### src/rtl/fp12_pkg.sv
// Shared fp12 field definitions and pack/unpack helpers for the divide datapath.
// Packed layout is {sign, exp, man}, exponent bias 15, hidden leading 1 not stored.
package fp12_pkg;

   localparam int unsigned EXP_W   = 5;
   localparam int unsigned MAN_W   = 6;
   localparam int unsigned BIAS    = 15;
   localparam int unsigned EXP_MAX = 31;
   localparam int unsigned FP_W    = 1 + EXP_W + MAN_W;

   typedef struct packed {
      logic             sign;
      logic [EXP_W-1:0] exp;
      logic [MAN_W-1:0] man;
   } fp12_t;

   // Normalized quotient waiting for rounding.
   typedef struct packed {
      logic              sign;
      logic signed [6:0] exp;
      logic [MAN_W-1:0]  frac;
      logic              guard;
      logic              sticky;
   } norm_t;

   typedef struct packed {
      logic  ovf;
      logic  unf;
      fp12_t data;
   } res_t;

   function automatic logic [FP_W-1:0] fp12_pack(input fp12_t f);
      return {f.sign, f.exp, f.man};
   endfunction

   function automatic fp12_t fp12_unpack(input logic [FP_W-1:0] bits);
      fp12_t f;
      f.sign = bits[FP_W-1];
      f.exp  = bits[FP_W-2 -: EXP_W];
      f.man  = bits[MAN_W-1:0];
      return f;
   endfunction

endpackage

### src/rtl/fp12_pipe_slice.sv
// Single valid/ready register slice with full throughput.
// Accepts whenever empty or the held word is leaving this cycle.
module fp12_pipe_slice #(
   parameter int unsigned WIDTH = 8
) (
   input  logic             clk,
   input  logic             rst_n,
   input  logic             in_valid,
   output logic             in_ready,
   input  logic [WIDTH-1:0] in_data,
   output logic             out_valid,
   input  logic             out_ready,
   output logic [WIDTH-1:0] out_data
);

   logic             valid_q;
   logic [WIDTH-1:0] data_q;

   assign in_ready  = !valid_q || out_ready;
   assign out_valid = valid_q;
   assign out_data  = data_q;

   always_ff @(posedge clk or negedge rst_n) begin
      if (!rst_n) begin
         valid_q <= 1'b0;
         data_q  <= '0;
      end else if (in_ready) begin
         valid_q <= in_valid;
         // Data held when nothing new arrives so outputs stay quiet.
         if (in_valid) begin
            data_q <= in_data;
         end
      end
   end

endmodule

### src/rtl/fp12_div_normalize.sv
// Post-divide normalize (stage 1) and round-nearest-even / range check (stage 2)
// for the fp12 divider, as a two-slice valid/ready pipeline.
module fp12_div_normalize
   import fp12_pkg::*;
#(
   parameter bit OVF_SATURATE = 1'b0
) (
   input  logic              clk,
   input  logic              rst_n,
   input  logic              in_valid,
   output logic              in_ready,
   input  logic              in_sign,
   input  logic signed [6:0] in_exp,
   input  logic [8:0]        in_q,
   input  logic              in_sticky,
   output logic              out_valid,
   input  logic              out_ready,
   output logic [FP_W-1:0]   out_data,
   output logic              out_ovf,
   output logic              out_unf
);

   norm_t             norm_d, norm_q;
   res_t              res_d, res_q;
   logic              s1_valid, s2_ready;
   logic [MAN_W:0]    frac_sum;
   logic [MAN_W-1:0]  frac_r;
   logic signed [6:0] exp_r;
   logic              round_up;

   always_comb begin
      norm_d      = '0;
      norm_d.sign = in_sign;
      if (in_q[8]) begin
         norm_d.frac   = in_q[7:2];
         norm_d.guard  = in_q[1];
         norm_d.sticky = in_q[0] | in_sticky;
         norm_d.exp    = in_exp;
      end else begin
         norm_d.frac   = in_q[6:1];
         norm_d.guard  = in_q[0];
         norm_d.sticky = in_sticky;
         norm_d.exp    = in_exp - 7'sd1;
      end
   end

   fp12_pipe_slice #(
      .WIDTH($bits(norm_t))
   ) u_s1 (
      .clk      (clk),
      .rst_n    (rst_n),
      .in_valid (in_valid),
      .in_ready (in_ready),
      .in_data  (norm_d),
      .out_valid(s1_valid),
      .out_ready(s2_ready),
      .out_data (norm_q)
   );

   always_comb begin
      round_up = norm_q.guard & (norm_q.sticky | norm_q.frac[0]);
      frac_sum = {1'b0, norm_q.frac} + {{MAN_W{1'b0}}, round_up};
      // Mantissa carry renormalizes to 1.0 in the next binade.
      if (frac_sum[MAN_W]) begin
         frac_r = '0;
         exp_r  = norm_q.exp + 7'sd1;
      end else begin
         frac_r = frac_sum[MAN_W-1:0];
         exp_r  = norm_q.exp;
      end

      res_d           = '0;
      res_d.data.sign = norm_q.sign;
      if (exp_r >= $signed(7'(EXP_MAX))) begin
         res_d.ovf = 1'b1;
         if (OVF_SATURATE) begin
            res_d.data.exp = EXP_W'(EXP_MAX - 1);
            res_d.data.man = '1;
         end else begin
            res_d.data.exp = EXP_W'(EXP_MAX);
         end
      end else if (exp_r <= 7'sd0) begin
         res_d.unf = 1'b1;
      end else begin
         res_d.data.exp = exp_r[EXP_W-1:0];
         res_d.data.man = frac_r;
      end
   end

   fp12_pipe_slice #(
      .WIDTH($bits(res_t))
   ) u_s2 (
      .clk      (clk),
      .rst_n    (rst_n),
      .in_valid (s1_valid),
      .in_ready (s2_ready),
      .in_data  (res_d),
      .out_valid(out_valid),
      .out_ready(out_ready),
      .out_data (res_q)
   );

   assign out_data = fp12_pack(res_q.data);
   assign out_ovf  = res_q.ovf;
   assign out_unf  = res_q.unf;

endmodule
### config.mk
export PLATFORM = sky130hd
export DESIGN_NAME = fp12_div_normalize
export DESIGN_NICKNAME = d
export VERILOG_FILES = /design/src/rtl/fp12_pkg.sv /design/src/rtl/fp12_pipe_slice.sv /design/src/rtl/fp12_div_normalize.sv
export SDC_FILE = /design/constraint.sdc
export NUM_CORES = 1
export LEC_CHECK = 0
export BUFFER_PORTS_ARGS = -buffer_cell sky130_fd_sc_hd__buf_2
export CAP_MARGIN = 5
export CORE_MARGIN = 4
export CORE_UTILIZATION = 45
export DETAILED_ROUTE_END_ITERATION = 6
export PLACE_DENSITY = 0.68
export SLEW_MARGIN = 20
export SYNTH_ARGS = -nofsm -noshare
export SYNTH_HDL_FRONTEND = slang
export SYNTH_SLANG_ARGS = --single-unit
### constraint.sdc
create_clock -name clk -period 2.5 [get_ports clk]
set_input_delay 0.25 -clock clk [delete_from_list [all_inputs] [get_ports clk]]
set_output_delay 0.25 -clock clk [all_outputs]
set_load 0.005 [all_outputs]
==> metrics.txt, run 1 <==
CTS max path bufs 2; # setup viols final 0; Crit path largest cell delay 0.51 ns; worst vdd rail ir drop 0.246 mV; slew of the pin with the lowest slew margin 0.679 ns; Seq/Total Area, Yosys 42.2%; Fill cells 379; Pins Over Slew Limit 0; Post-synth top cells nand2_1 (35), dfrtp_1 (32), o21ai_0 (20); most common cell in the netlist nand2_1; Final Hold Viols 0; first-pass detailed-route iteration total 4; H-tree depth 2; Pwr per Cell Area 709 nW/um^2; Worst-Skew Late Latency 0.28 ns; Avg Synthesized Cell Area 9.36 um^2; Worst setup EP type flop; initial DRC count 88; io pins 38; Crit-path slowest cell dfrtp_1; global-route wire length before repair 6.73 mm; vias in the first global route 1520; DP Wirelength 2.98 mm; Yosys reg bits 32; wirelength, routed 3.84 mm; Initial Util 47.1%; postcts setup bufs 0; initial antenna violation count 0; Worst Hold Class input port to asynchronous set/reset pin; area share of xor/xnor cells in the synthesized design 6.92%; worst path bufs/invs 0; total number of vias 1591; # nets final 264; WL/cell 13.2 um; RSZ-0062 raised after global routing false; Post-CTS Hold Buffers 0; Pleak 0.000988 uW; Via density 5.49; die height 73.0 um; layout cells sized above 1 25.0%; Peak Freq 0.435 GHz; cell area after layout 2200 um^2; P&R area growth vs syn 15.9%; Tcrit/Tclk final 91.9%; MaxCap Viol Count 0; port bufs 37; post-CTS sizing 0; CP Cell Sequence ha_1 > nand3_1 > or4_4 > a211oi_2 > a22oi_2 > o41ai_1; Simple-Gate Fraction of Synth Area 21.8%; Clk pin slew, worst setup/hold paths 0.07 ns; full die area 5320 um^2; core area 4030 um^2; top_reg_cell synth dfrtp_1; Post-Syn Area 1900 um^2; clock buffer count from CTS 5; Root Buffer clkbuf_8; Post-Synthesis Cells 203; largest delay contributor family on the critical path compound AO/OA/AOI/OAI gates; Compound-Gate Fraction of Synth Area 15.7%; Adder-Cell Fraction of Synth Area 1.98%; ANT nets after route 0; largest family of logic cells by synthesized area simple AND/OR/NAND/NOR gates; number of unique standard cell types used by synthesis 47; dominant cell type by area after synthesis dfrtp_1; Die Wd 73.0 um; row count 23; Fin Clk Skew 0.00548 ns; outcome finished, final reports clean; Async S/R FF share, synth 100%; gpl congestion 0.808; startpoint types flop; # clock sinks 32; top cells by area, synth dfrtp_1 (42%), nand2_1 (6.9%), o21ai_0 (5.3%), mux2i_1 (4.2%), xor2_1 (3.7%); Post-synth EDFFs 0; setup_tns 0 ns; Yosys top cell area share 42.2%; Antenna Cells 0; final core utilization 54.6%; Synth Net Count 228; yosys warns 0; Arr. time, crit path 2.47 ns; critical path data required time 2.67 ns; min Tclk post-route 2.30 ns; critical path peak fanout 10; grt ovf 0; CTS tree yes; Placed Area 2090 um^2; mux cell area share after synthesis 5.99%; Slew headroom 54.8%; # DRC 0; largest net degree at the start of global routing 33; GRT Total Usage 16.1%; Setup CP Type flop to flop
## layout by cell type, fill, tap and decap left out, drive strengths merged, types with 2 or more instances in the layout
cell type,n
buf,42
nand2,35
dfrtp,32
o21ai,20
nand3,10
mux2i,8
nor2,8
xor2,8
xnor2,7
a21oi,6
o31ai,6
clkbuf,6
nor3,5
nand4,4
inv,3
and2,3
nand3b,3
mux2,3
a22o,3
ha,3
nor4,2
o41ai,2
nand2b,2
or4,2
## state kept, by name, indices dropped and copies added (netlist names)
register and flops:
u_s1.out_data 16, u_s2.out_data 14, u_s2.out_valid 1, u_s1.out_valid 1
## stage by stage
| stage | hold WS [ns] | instances | setup slack [ns] | total power (uW) |
|---|---|---|---|---|
| finish | 0.000918 | 290 | 0.203 | 1560 |
| global route | 0.0832 | 290 | 0.0194 | 1660 |
| CTS | 0.0333 | 290 | 0.162 | 1580 |
| detailed placement | 0.339 | 282 | 0.216 | 1100 |
| global placement | 0.331 | 282 | 0.307 | 1080 |
| floorplan | -0.0456 | 203 | 0.414 | 964 |
## where the power goes
| part | internal, uW | switching [uW] |
|---|---|---|
| Clock | 295 | 184 |
| Combinational | 181 | 185 |
| Sequential | 614 | 101 |
| Total | 1090 | 470 |
## cell type report
type                       instances  area, um^2  share of cell area, %
clock buffer                       6        72.6                   3.30
clock inverter                     2        35.0                   1.59
inverter                           3        11.3                  0.512
multi-input combinational        155         996                   45.3
sequential                        32         801                   36.4
tap                               50        62.6                   2.84
timing repair buffer              42         223                   10.1
## metal layers
metal / up-vias / wire length, um / track usage (%)
li1: 804 / - / -
met2: 57 / 1740 / 26.4
met3: 12 / 265 / 2.20
met5: - / 0 / 0
met4: 0 / 109 / 8.40
met1: 718 / 1720 / 20.8
## kinds of logic after synthesis
family | Yosys count
XOR/XNOR | 15
buffers and inverters | 16
flip-flops | 32
AND/OR/NAND/NOR | 81
adder cells (fa/ha/maj) | 3
AO/OA/AOI/OAI | 45
multiplexers | 11
## worst paths after layout
kind	depth (start not counted)	slack [ns]	from	to
worst max-delay path	6	0.20	u_s1.out_data[8]	u_s2.out_data[3]
worst min-delay path	1	0.0009	rst_n	u_s1.out_data[0]
min in group clk	2	0.17	in_valid	u_s1.out_valid
max in group asynchronous	1	2.06	rst_n	u_s2.out_data[10]
worst min register to register	2	0.47	u_s2.out_data[1]	u_s2.out_data[1]
worst max register to register	6	0.20	u_s1.out_data[8]	u_s2.out_data[3]
No activity file was read; power rests on OpenSTA's default activity.
==> run 2, diff against run 1 <==
- clock period: 2.5 -> 2.8 ns (I/O delays scaled with it)
==> run 2 against run 1 <==
- flip-flop and latch count stayed put
- setup slack better by 0.33 ns
- power is 15% lower
- clock power is 22% lower
- hold slack better by 0.031 ns
- wire length is 6.3% lower
- sequential power is 11% lower
- maximum frequency is 1.4% higher
- global-route usage is 1.4 points lower
- non-clock buffer count is 2 lower
- cell area is 1.2% lower
- critical path type unchanged
- critical endpoint unchanged
- largest power group unchanged
==> metrics.txt, run 2 (synthesis results as in run 1) <==
outcome finished, final reports clean (unchanged); Tcrit/Tclk final 80.9% (was 91.9%); placed cell count 280 (was 282); CTS max path bufs 2 (unchanged); Slew headroom 54.8% (about the same); startpoint types flop (unchanged); postcts setup bufs 0 (unchanged); initial antenna violation count 0 (unchanged); min Tclk post-route 2.26 ns (was 2.30 ns); global-route wire length before repair 6.15 mm (was 6.73 mm); worst setup path start u_s1.out_data[8] (unchanged); crit path to u_s2.out_data[3] (unchanged); Peak Freq 0.442 GHz (was 0.435 GHz); die height 73.0 um (unchanged); gpl congestion 0.790 (was 0.808); setup slack, reg-to-reg 0.54 ns (was 0.20 ns); final core utilization 54.0% (was 54.6%); worst vdd rail ir drop 0.242 mV (was 0.246 mV); clock buffer count from CTS 5 (unchanged); critical path peak fanout 10 (unchanged); post-CTS sizing 0 (unchanged); Worst-Skew Late Latency 0.28 ns (about the same); WL/cell 12.5 um (was 13.2 um); layout cells sized above 1 24.5% (was 25.0%); Clk pin slew, worst setup/hold paths 0.06 ns (was 0.07 ns); r2r startpoint u_s1.out_data[8] (unchanged); Crit path largest cell delay 0.51 ns (about the same); RSZ-0062 raised after global routing false (unchanged); # setup viols final 0 (unchanged); Post-CTS Hold Buffers 0 (unchanged); CTS tree yes (unchanged); largest net degree at the start of global routing 33 (unchanged); Fill cells 401 (was 379); # DRC 0 (unchanged); r2r worst-path depth 6 (unchanged); Worst Hold Class input port to asynchronous set/reset pin (unchanged); critical path data required time 2.98 ns (was 2.67 ns); commonest non-fill, non-tap cell in the layout buf_2 (unchanged); Pins Over Slew Limit 0 (unchanged); port bufs 37 (unchanged); Root Buffer clkbuf_8 (unchanged); Via density 5.24 (was 5.49); P&R area growth vs syn 14.5% (was 15.9%); Final Hold Viols 0 (unchanged); Final Non-Filler Cells 287 (was 290); Arr. time, crit path 2.44 ns (was 2.47 ns); setup_tns 0 ns (unchanged); # clock sinks 32 (unchanged); core area 4030 um^2 (unchanged); H-tree depth 2 (unchanged); Pleak 0.000974 uW (was 0.000988 uW); Die Wd 73.0 um (unchanged); cell area after layout 2170 um^2 (was 2200 um^2); Fin Clk Skew 0.00474 ns (was 0.00548 ns); io pins 38 (unchanged); Initial Util 47.1% (unchanged); full die area 5320 um^2 (unchanged); Placed Area 2080 um^2 (was 2090 um^2); row count 23 (unchanged); ANT nets after route 0 (unchanged); worst hold slack 0.0324 ns (was 0.000918 ns); initial DRC count 54 (was 88); CP Cell Sequence ha_1 > nand3_1 > or4_4 > a211oi_2 > a22oi_2 > o41ai_1 (unchanged); wirelength, routed 3.60 mm (was 3.84 mm); grt ovf 0 (unchanged); Crit-path slowest cell dfrtp_1 (unchanged); worst path bufs/invs 0 (unchanged); largest delay contributor family on the critical path compound AO/OA/AOI/OAI gates (unchanged); Setup CP Type flop to flop (unchanged); MaxCap Viol Count 0 (unchanged); CP Depth 6 (unchanged); first-pass detailed-route iteration total 4 (unchanged); worst reg2reg endpoint u_s2.out_data[3] (unchanged); DP Wirelength 2.79 mm (was 2.98 mm); # nets final 262 (was 264); Worst setup EP type flop (unchanged); total number of vias 1504 (was 1591); slew of the pin with the lowest slew margin 0.678 ns (was 0.679 ns); max reg flops 16 (unchanged); most frequent cells in the layout buf_2 (37), nand2_1 (35), dfrtp_1 (32) (unchanged); GRT Total Usage 14.8% (was 16.1%); Antenna Cells 0 (unchanged); vias in the first global route 1411 (was 1520); Pwr per Cell Area 612 nW/um^2 (was 709 nW/um^2)
## run 2: power breakdown
part           total, uW  internal [uW]  switching (uW)  leakage, uW
Sequential           638            548            89.3     0.000397
Combinational        319            158             161     0.000526
Clock                375            218             157    0.0000503
## run 2: how the worst min path moves through the flow
stage	start	to	slack (ns)	cells past startpoint
2_1_floorplan	rst_n	u_s1.out_data[0]	-0.02	0
3_3_place_gp	rst_n	u_s1.out_data[0]	0.36	1
3_5_place_dp	rst_n	u_s1.out_data[4]	0.36	1
4_1_cts	rst_n	u_s1.out_data[14]	0.05	1
5_1_grt	rst_n	u_s1.out_data[1]	0.09	1
6_report	rst_n	u_s1.out_data[1]	0.03	1
## run 2: through the flow
stage / worst slack [ns] / total power (uW)
3_3_place_gp: 0.608 / 960
5_1_grt: 0.287 / 1420
2_1_floorplan: 0.714 / 861
4_1_cts: 0.514 / 1350
3_5_place_dp: 0.533 / 969
6_report: 0.535 / 1330
## run 2: area by class of cell
| cell class | instances | area [um^2] | share of cell area [%] |
|---|---|---|---|
| Inverter | 3 | 11.3 | 0.518 |
| Tap cell | 50 | 62.6 | 2.88 |
| Clock buffer | 7 | 96.3 | 4.43 |
| Sequential cell | 32 | 801 | 36.8 |
| Multi-Input combinational cell | 155 | 996 | 45.8 |
| Timing Repair Buffer | 40 | 208 | 9.55 |
## run 2: worst reg2reg max path, cell delays in order, from the launching register on
cell      delay (ns)
dfrtp_1         0.51
ha_1            0.35
nand3_1         0.10
or4_4           0.46
a211oi_2        0.26
a22oi_2         0.14
o41ai_1         0.35
## run 2: per-layer routing
metal,GRT usage (%),wire (um)
met4,6.15,61
met5,0,0
met1,18.9,1740
met3,4.27,217
met2,23.3,1580
==> run 3, diff against run 2 <==
- PLACE_DENSITY: 0.68 -> 0.71
- clock period: 2.8 -> 2 ns (I/O delays scaled with it)
==> run 3 against run 2 <==
- first-iteration DRC count grew 87%
- sequential share of layout area down 3.8 points
- hold slack better by 0.077 ns
- sequential power rose by 33%
- clock power up 37%
- die area stayed put
- flip-flop and latch count stayed put
- core utilization up 6.2 points
- combinational power grew 100%
- maximum frequency grew 14%
- clock skew is 0.0050 ns higher
- final cell count rose by 8.4%
==> metrics.txt, run 3 (synthesis results as in run 1) <==
Fin Clk Skew 0.00971 ns (was 0.00474 ns); max reg flops 16 (unchanged); Tcrit/Tclk final 99.8% (was 80.9%); min Tclk post-route 2.00 ns (was 2.26 ns); initial DRC count 101 (was 54); Arr. time, crit path 2.19 ns (was 2.44 ns); full die area 5320 um^2 (unchanged); first-pass detailed-route iteration total 4 (unchanged); Slew headroom 54.6% (was 54.8%); row count 23 (unchanged); grt ovf 0 (unchanged); # DRC 0 (unchanged); Antenna Cells 0 (unchanged); Clk pin slew, worst setup/hold paths 0.07 ns (was 0.06 ns); io pins 38 (unchanged); # setup viols final 0 (unchanged); ANT nets after route 0 (unchanged); die height 73.0 um (unchanged); Pwr per Cell Area 829 nW/um^2 (was 612 nW/um^2); Peak Freq 0.501 GHz (was 0.442 GHz); port bufs 37 (unchanged); Pleak 0.00112 uW (was 0.000974 uW); global-route wire length before repair 7.33 mm (was 6.15 mm); wirelength, routed 4.31 mm (was 3.60 mm); critical path peak fanout 7 (was 10); Final Hold Viols 0 (unchanged); Root Buffer clkbuf_8 (unchanged); Fill cells 370 (was 401); Worst setup EP type flop (unchanged); H-tree depth 2 (unchanged); most frequent cells in the layout buf_2 (37), nand2_1 (34), dfrtp_1 (32) (was buf_2 (37), nand2_1 (35), dfrtp_1 (32)); Setup CP Type flop to flop (unchanged); Die Wd 73.0 um (unchanged); WL/cell 13.9 um (was 12.5 um); worst hold slack 0.110 ns (was 0.0324 ns); layout cells sized above 1 34.5% (was 24.5%); total number of vias 1682 (was 1504); gpl congestion 0.795 (was 0.790); Pins Over Slew Limit 0 (unchanged); Initial Util 47.1% (unchanged); CTS tree yes (unchanged); RSZ-0062 raised after global routing true (was false); critical path data required time 2.19 ns (was 2.98 ns); Via density 5.41 (was 5.24); outcome finished, final reports clean (unchanged); commonest non-fill, non-tap cell in the layout buf_2 (unchanged); core area 4030 um^2 (unchanged); vias in the first global route 1585 (was 1411); setup slack, reg-to-reg 0.005 ns (was 0.54 ns); total power draw 2010 uW (was 1330 uW); setup_tns 0 ns (unchanged); # clock sinks 32 (unchanged); largest net degree at the start of global routing 33 (unchanged); Worst Hold Class input port to flop (was input port to asynchronous set/reset pin); CTS max path bufs 2 (unchanged); GRT Total Usage 17.9% (was 14.8%); # nets final 285 (was 262); clock buffer count from CTS 5 (unchanged); startpoint types flop (unchanged); worst vdd rail ir drop 0.373 mV (was 0.242 mV); P&R area growth vs syn 27.6% (was 14.5%); MaxCap Viol Count 0 (unchanged); Worst-Skew Late Latency 0.28 ns (about the same); initial antenna violation count 0 (unchanged); DP Wirelength 3.22 mm (was 2.79 mm); slew of the pin with the lowest slew margin 0.681 ns (was 0.678 ns)
run 3: changes by cell type in the layout (fill, tap and decap cells not counted), sizes merged:
cell	delta
buf	+22
dlygate4sd3	+1
clkinvlp	+1
run 3: repair_timing:
item / 4_1_cts / 5_1_grt
hold buffers: 1 / 0
buffers inserted: 0 / 2
endpoints found under the hold margin: 32 / 0
pin swaps: 3 / 2
gates resized for setup: 4 / 10
cloned: 0 / 0
endpoints found under the setup margin: 4 / 8
run 3: report_power, final:
part,internal (uW),switching [uW]
Sequential,768,79.6
Clock,279,234
Combinational,319,330
run 3: per-layer routing:
metal	global-route usage (%)	routed length, um	vias up
met1	23.3	1960	777
met4	8.20	96	0
met5	0	0	-
li1	-	-	838
met3	5.23	275	8
met2	27.3	1980	59
run 3: final timing paths:
check,startpoint,to,depth (start not counted)
worst min-delay path,in_valid,u_s1.out_valid,2
worst max-delay path,u_s1.out_data[2],u_s2.out_data[5],8
min in group asynchronous,rst_n,u_s1.out_data[0],2
max in group asynchronous,rst_n,u_s2.out_data[6],2
worst max register to register,u_s1.out_data[2],u_s2.out_data[5],8
worst min register to register,u_s2.out_data[10],u_s2.out_data[10],2
run 3: metrics by stage:
| stage | setup slack (ns) | instance area, um^2 | instances | util [%] |
|---|---|---|---|---|
| 2_1_floorplan | 0.00531 | 1920 | 203 | - |
| 3_3_place_gp | 0.0392 | 2250 | 300 | 55.8 |
| 3_5_place_dp | -0.0364 | 2250 | 300 | 55.8 |
| 4_1_cts | 0.0123 | 2370 | 309 | 58.7 |
| 5_1_grt | -0.103 | 2420 | 311 | 60.2 |
| 6_report | 0.00470 | 2420 | 311 | 60.2 |
run 3: worst max-delay path, stage by stage (launching register included):
cell      delay (ns)
dfrtp_1         0.34
and2_4          0.15
ha_4            0.13
nand3_2         0.05
or4_4           0.45
a211oi_2        0.23
a22oi_2         0.08
buf_6           0.15
o41ai_2         0.31
run 3: final cells by class:
| class | instances | area (um^2) | share of cell area, % |
|---|---|---|---|
| clock buffer | 7 | 86.3 | 3.56 |
| clock inverter | 1 | 7.51 | 0.310 |
| inverter | 3 | 11.3 | 0.465 |
| multi-input combinational | 155 | 1070 | 44.1 |
| sequential | 32 | 801 | 33.0 |
| tap | 50 | 62.6 | 2.58 |
| timing repair buffer | 63 | 387 | 16.0 |
